===== src/rtl/mem_arb_defs.sv =====
// Shared master ids and limits for the two-master memory arbiter.
package mem_arb_defs;
  localparam int MID_W      = 1;
  localparam int RD_LAT_MAX = 4;

  localparam logic [MID_W-1:0] MID_M0 = 1'b0;
  localparam logic [MID_W-1:0] MID_M1 = 1'b1;
endpackage


===== src/rtl/rr_arb2.sv =====
// Two-way round-robin picker; purely combinational, the parent owns last_gnt.
module rr_arb2
  import mem_arb_defs::*;
(
  input  logic [1:0]       req,
  input  logic [MID_W-1:0] last_gnt,
  output logic [1:0]       gnt,
  output logic [MID_W-1:0] gnt_id
);

  always_comb begin
    gnt    = 2'b00;
    gnt_id = MID_M0;
    if (req == 2'b11) begin
      // On a tie the master that did not win last time goes first.
      if (last_gnt == MID_M1) begin
        gnt    = 2'b01;
        gnt_id = MID_M0;
      end else begin
        gnt    = 2'b10;
        gnt_id = MID_M1;
      end
    end else if (req[0]) begin
      gnt    = 2'b01;
      gnt_id = MID_M0;
    end else if (req[1]) begin
      gnt    = 2'b10;
      gnt_id = MID_M1;
    end
  end

endmodule


===== src/rtl/mem_arbiter.sv =====
// Shares one synchronous RAM port between two masters, round-robin per cycle,
// with a tag pipeline that steers read data back to the issuing master.
module mem_arbiter
  import mem_arb_defs::*;
#(
  parameter int ADDR_W = 32,
  parameter int DATA_W = 32,
  parameter int RD_LAT = 1
) (
  input  logic              clk,
  input  logic              rst,
  input  logic              m0_req,
  input  logic              m0_we,
  input  logic [ADDR_W-1:0] m0_addr,
  input  logic [DATA_W-1:0] m0_wdata,
  output logic              m0_gnt,
  output logic              m0_rvalid,
  output logic [DATA_W-1:0] m0_rdata,
  input  logic              m1_req,
  input  logic              m1_we,
  input  logic [ADDR_W-1:0] m1_addr,
  input  logic [DATA_W-1:0] m1_wdata,
  output logic              m1_gnt,
  output logic              m1_rvalid,
  output logic [DATA_W-1:0] m1_rdata,
  output logic [ADDR_W-1:0] mem_addr,
  output logic [DATA_W-1:0] mem_wdata,
  output logic              mem_we,
  output logic              mem_re,
  input  logic [DATA_W-1:0] mem_rdata
);

  generate
    if (RD_LAT < 1 || RD_LAT > RD_LAT_MAX) begin : g_bad_rd_lat
      $error("mem_arbiter: RD_LAT must be in 1..4");
    end
  endgenerate

  logic [1:0]       w_req;
  logic [1:0]       w_arb_gnt;
  logic [MID_W-1:0] w_arb_id;
  logic [1:0]       w_gnt;
  logic             w_any_gnt;
  logic             w_sel_m1;
  logic             w_we;
  logic [MID_W-1:0] r_last_gnt;

  assign w_req = {m1_req, m0_req};

  rr_arb2 u_arb (
    .req      (w_req),
    .last_gnt (r_last_gnt),
    .gnt      (w_arb_gnt),
    .gnt_id   (w_arb_id)
  );

  // Reset masks every grant so nothing reaches the RAM while rst is high.
  assign w_gnt     = w_arb_gnt & {2{~rst}};
  assign w_any_gnt = |w_gnt;
  assign w_sel_m1  = w_gnt[1];
  assign m0_gnt    = w_gnt[0];
  assign m1_gnt    = w_gnt[1];

  assign w_we      = w_sel_m1 ? m1_we    : m0_we;
  assign mem_addr  = w_sel_m1 ? m1_addr  : m0_addr;
  assign mem_wdata = w_sel_m1 ? m1_wdata : m0_wdata;
  assign mem_we    = w_any_gnt & w_we;
  assign mem_re    = w_any_gnt & ~w_we;

  always_ff @(posedge clk) begin
    if (rst) begin
      r_last_gnt <= MID_M1;
    end else if (w_any_gnt) begin
      r_last_gnt <= w_arb_id;
    end
  end

  logic             r_tag_vld [RD_LAT];
  logic [MID_W-1:0] r_tag_id  [RD_LAT];

  always_ff @(posedge clk) begin
    if (rst) begin
      r_tag_vld[0] <= 1'b0;
      r_tag_id[0]  <= MID_M0;
    end else begin
      r_tag_vld[0] <= mem_re;
      r_tag_id[0]  <= w_arb_id;
    end
  end

  generate
    for (genvar gi = 1; gi < RD_LAT; gi++) begin : g_tag_stage
      always_ff @(posedge clk) begin
        if (rst) begin
          r_tag_vld[gi] <= 1'b0;
          r_tag_id[gi]  <= MID_M0;
        end else begin
          r_tag_vld[gi] <= r_tag_vld[gi-1];
          r_tag_id[gi]  <= r_tag_id[gi-1];
        end
      end
    end
  endgenerate

  logic             w_ret_vld;
  logic [MID_W-1:0] w_ret_id;

  assign w_ret_vld = r_tag_vld[RD_LAT-1] & ~rst;
  assign w_ret_id  = r_tag_id[RD_LAT-1];

  assign m0_rvalid = w_ret_vld & (w_ret_id == MID_M0);
  assign m1_rvalid = w_ret_vld & (w_ret_id == MID_M1);
  assign m0_rdata  = mem_rdata;
  assign m1_rdata  = mem_rdata;

endmodule


===== config.mk =====
export PLATFORM = sky130hd
export DESIGN_NAME = mem_arbiter
export DESIGN_NICKNAME = d
export VERILOG_FILES = /design/src/rtl/mem_arb_defs.sv /design/src/rtl/rr_arb2.sv /design/src/rtl/mem_arbiter.sv
export SDC_FILE = /design/constraint.sdc
export NUM_CORES = 1
export LEC_CHECK = 0
export CAP_MARGIN = 30
export CORE_AREA = 2 2 118 120
export DETAILED_ROUTE_END_ITERATION = 8
export DIE_AREA = 0 0 120 122
export MAX_ROUTING_LAYER = met4
export PLACE_DENSITY = 0.6
export SYNTH_ARGS = -nofsm -noshare
export SYNTH_HDL_FRONTEND = slang
export SYNTH_HIERARCHICAL = 1
export SYNTH_SLANG_ARGS = --single-unit

===== constraint.sdc =====
create_clock -name clk -period 4.19 [get_ports clk]
set_input_delay 0.838 -clock clk [delete_from_list [all_inputs] [get_ports clk]]
set_output_delay 0.838 -clock clk [all_outputs]
set_load 0.01 [all_outputs]

; ---- Word level (Yosys, flattened, before mapping)
; Memories as Yosys holds them, arrays and structs flattened.
; Index checks and enable logic that the tools add are counted.
[word_totals]
mem_bits_rw = 2
in_bits = 166
out_inout_bits = 134
memories = 2
ff_bits = 1
[op_classes]
eq_ne = 1
n_bitwise = 9
mux = 18
reduce_logical = 3
[mem_list]
columns = name, depth, word_bits, rd, rd_clocked_by_memory_dff, write_ports, line_no
row1 = r_tag_id, 1, 1, 1, 0, 1, mem_arbiter.sv:79  ; logic [MID_W-1:0] r_tag_id [RD_LAT];
row2 = r_tag_vld, 1, 1, 1, 0, 1, mem_arbiter.sv:78  ; logic r_tag_vld [RD_LAT];
[op_table]
columns = op, count
row1 = 2-to-1 mux 32 bit, 2
row2 = 2-to-1 mux 1 bit, 12
row3 = 2-to-1 mux 2 bit, 4
row4 = AND 1 bit, 5
row5 = NOT 1 bit, 3
row6 = AND 2 bit, 1
row7 = "equality test 2 bit, second input constant", 1
row8 = OR reduction 1 bit, 2
row9 = OR reduction 2 bit, 1

; ---- Longest topological paths before layout
[depth]
depth_word = 8
ltp_mapped = 7
ltp_nobuf = 4

; ---- Cells and area by module
; Netlist, hierarchy kept.
[by_module_without_submodules]
columns = module, n_inst, area_each_um2, cells_each
row1 = mem_arbiter, 1, 1567.8, 152
row2 = rr_arb2, 1, 26.3, 4

; ---- Least setup slack after synthesis
; OpenSTA, ideal clock, no wires.
[synth_path]
path_type = input-to-output
from = input port m1_req
to = output port mem_wdata[10]
t_arrival_ns = 1.925
path_stages = 6
path_buffers = 3
path_slack_ns = 1.427
cell_sequence = a21boi_0 > buf_4 > nand2b_4 > buf_12 > buf_12 > mux2_4
[synth_via]
elab_chain_cells = 5
elab_cells_between_ends = 6
cone_classes = eq/ne: 1 / mux: 4 / bitwise: 1
[synth_lines]
columns = item, line_no
row1 = start: declaration, mem_arbiter.sv:19  ; input logic m1_req,
row2 = 2-to-1 mux 2 bit, rr_arb2.sv:26  ; end else if (req[1]) begin
row3 = 2-to-1 mux 2 bit, rr_arb2.sv:23  ; end else if (req[0]) begin
row4 = 2-to-1 mux 2 bit (*), rr_arb2.sv:14  ; if (req == 2'b11) begin
row5 = via w_arb_gnt[1], mem_arbiter.sv:40  ; logic [1:0] w_arb_gnt;
row6 = AND 2 bit (*), mem_arbiter.sv:58  ; assign w_gnt = w_arb_gnt & {2{~rst}};
row7 = 2-to-1 mux 32 bit (*), mem_arbiter.sv:66  ; assign mem_wdata = w_sel_m1 ? m1_wdata : m0_wdata;
row8 = end: declaration, mem_arbiter.sv:27  ; output logic [DATA_W-1:0] mem_wdata,
; The timed path passes the listed nets; every way through them passes the cells marked *.

; ---- Final worst setup path
[layout_path]
from = input port m1_req
to = output port mem_wdata[2]
[layout_via]
elab_chain_cells = 5
elab_cells_between_ends = 6
cone_classes = eq/ne: 1 / mux: 4 / bitwise: 1
[layout_lines]
columns = item, line_no
row1 = 2-to-1 mux 2 bit, rr_arb2.sv:26
row2 = 2-to-1 mux 2 bit, rr_arb2.sv:23
row3 = 2-to-1 mux 2 bit (*), rr_arb2.sv:14
row4 = AND 2 bit (*), mem_arbiter.sv:58
row5 = 2-to-1 mux 32 bit (*), mem_arbiter.sv:66
; Every way passes the cells marked *; elsewhere a longest branch is shown, timed or not.

==> impl_results.md <==
- Synth Area in Simple Gates: under 10%
- Synth top area share: between 30 and 40%
- H-tree levels: 1
- Fmax: ~270 MHz
- Synth unique cells: 19
- DRT Pass-1 Iters: 4
- Global-route met1 utilization: about 8.3%
- Layout area overhead: 112.5%
- Post-Synth XOR/XNOR Area: 0%
- CTS tree: yes
- Largest net degree at the start of global routing: 42
- Final setup TNS: 0 ps
- Pleak: about 0.0013 uW
- Main area contributors after synthesis: buf_4, mux2_2, mux2_4
- Largest family of logic cells by synthesized area: multiplexers
- Met2 Resource Use GR: around 16%
- Synth Flop Type: dfxtp_1
- Post-synth top cells: buf_4, mux2_2, mux2_4
- Placeable Area: between 10000 and 15000 sq um
- EDFF count, synth: 0
- Fin nets: 461
- # setup viols final: 0
- Antenna fix cells: 0
- Layout cell share with drive strength beyond 1: about 24%
- CTS resizes: 0
- Clock buffer depth: 2
- Syn Area/Cell: roughly 10 sq um
- DRC viols: 0
- DR vias: around 1600
- Clk_lat worst skew: ~220 ps
- Post-CTS setup buffers: 0
- RSZ-0062 raised after global routing: no
- Pre-CTS setup slack: approximately 450 ps
- Sequential fraction of the synthesis area: approximately 3.8%
- Crit path kind: in -> out
- Ys Warns: 6
- CP Capture Type: output port
- Number of global-route vias before repair: 1769
- Root Driver: clkbuf_16
- Slew margin rel.: between 70% and 80%
- Clk_skew: 0.5055 ps
- Synth Area in Compound Gates: under 10%
- Slew at the pin with the worst max-slew slack: roughly 430 ps
- Multi-input logic area: between 900 and 1000 sq um
- Clk pin slew, worst setup/hold paths: around 30 ps
- Synthesized flop and latch total: 3
- DR iter-0 viols: 18
- Post-DRT Antenna Nets: 0
- Routability-driven placement congestion ratio: just over 0.7
- Max-slew violation count: 0
- Die Footprint: between 10000 and 15000 sq um
- Post-Synth Adder-Cell Area: 0%
- Cells on Worst Hold Path: 1
- Area of the mapped netlist: ~1600 sq um
- Max-cap violations: 0
- Clk sinks: 3
- Crit path launch type: input port
- Seq. cell area: approximately 60 sq um
- Final Hold Viols: 0
- Reg2reg path depth: 4
- Min-Delay Path Class: reg -> reg
- Horiz. Die Dim: between 100 and 150 microns
- Syn Inst Count: about 160
- Crit share post-route: 88.45%
- Status: complete, no violations
- Total Power: 545.8 uW
- Syn Nets: around 320
- Yosys top cell by area: buf_4
- Top-count cell post-synth: buf_4
- Mux contribution to synthesized area: roughly half
- Setup slack, reg-to-reg: approximately 2800 ps
- Global-route wire length before repair: just over 9 mm
- PD cells: approximately 160 nW/um^2
- Met3 Use GR: between 2 and 3%
- # port buffers: 203
- Num CTS Buffers: 3
- Global routing's busiest layer: met2
- R2R Path Start: r_last_gnt
- Crit path time final: 3706 ps
- Post-synth ARST share: 0%
- CP required: between 3000 and 4000 ps
- CP Data Arrival Time: about 2900 ps
- Crit Path Max Fanout: a little over 40
- Fillers: about 1400
- Vias per cell: 3.435
- Routed wire per std cell: 13.94 microns
- Hold path endpoint: r_last_gnt
- Hold path start: r_last_gnt
- Cts hold-fix bufs: 0
- Maximum vdd drop: 0.0001053 V
- All-Layer GR Usage: under 10%
- Dpl hpwl: approximately 6.0 mm
- Crit path setup slack, layout: 483.9 ps
- Die Y: 122 microns
- Antenna violations before repair: 0
- Grt total ovfl: 0
- Routed Wire Length: 6.608 mm
- R2R Path End: r_tag_vld[0]
- Rows: 43
- Starting density of the core: 11.80%
- Boundary Pins: 300
layout make-up:
| cell class | count | area share, % |
|---|---|---|
| Sequential cell | 3 | 1.773 |
| Tap cell | 180 | 6.649 |
| Timing Repair Buffer | 206 | 61.40 |
| Inverter | 2 | 0.2216 |
| Multi-Input combinational cell | 79 | 27.63 |
| Clock buffer | 4 | 2.327 |
sequential cells by signal, summed over array words and instances (netlist names):
register / cells
r_tag_vld: 1
r_tag_id: 1
r_last_gnt: 1
worst max-delay path by stage:
stage | from | slack [ps] | to
final | m1_req | 480 | mem_wdata[2]
after floorplan | m1_req | 1430 | mem_wdata[10]
after global routing | m1_req | 360 | mem_wdata[2]
after CTS | m1_req | 440 | mem_wdata[2]
after detailed placement | m1_req | 450 | mem_wdata[2]
after global placement | m1_req | 450 | mem_wdata[2]
power by group:
part	total (uW)	internal, uW	leakage (uW)	switching (uW)
Clock	149	125	0.0000382	24.0
Sequential	32.2	31.0	0.0000249	1.15
Combinational	364	258	0.00129	106
metrics by stage:
step                instance area (sq um)  hold slack, ps  util [%]  std cells
floorplan                            1594           452.6         -        156
detailed placement                   3308           483.8     24.50        470
finish                               3387           489.5     25.08        474
CTS                                  3387           490.5     25.08        474
global route                         3387           526.7     25.08        474
global placement                     3308           465.8     24.50        470
cells by family after synthesis:
group	Yosys count
buffers and inverters	74
muxes	64
and+or+nand+nor	8
AOI/OAI and AO/OA	7
DFF	3
layer usage:
| metal | vias to the layer above | part of all wire, % | wire [microns] |
|---|---|---|---|
| li1 | 751 | - | - |
| met1 | 700 | 35 | 2288 |
| met2 | 169 | 51 | 3397 |
| met3 | 8 | 13 | 883 |
| met4 | 0 | 0.58 | 38 |
| met5 | - | 0 | 0 |
placed cells by master, fill, tap and decap left out, drive strengths merged, types with 2 or more instances in the layout:
cell type	synthesis	routed
clkdlybuf4s50	0	203
and2b	2	2
buf	72	3
dfxtp	3	3
clkbuf	0	4
a21boi	2	2
inv	2	2
nor2	2	2
mux2	64	64
o21ai	2	2
worst max-delay path: stages:
cell,delay (ps)
clkdlybuf4s50_1,480
a21boi_0,390
nand2b_4,120
buf_12,200
mux2_2,280
clkdlybuf4s50_1,540
No activity file was read; power rests on OpenSTA's default activity.
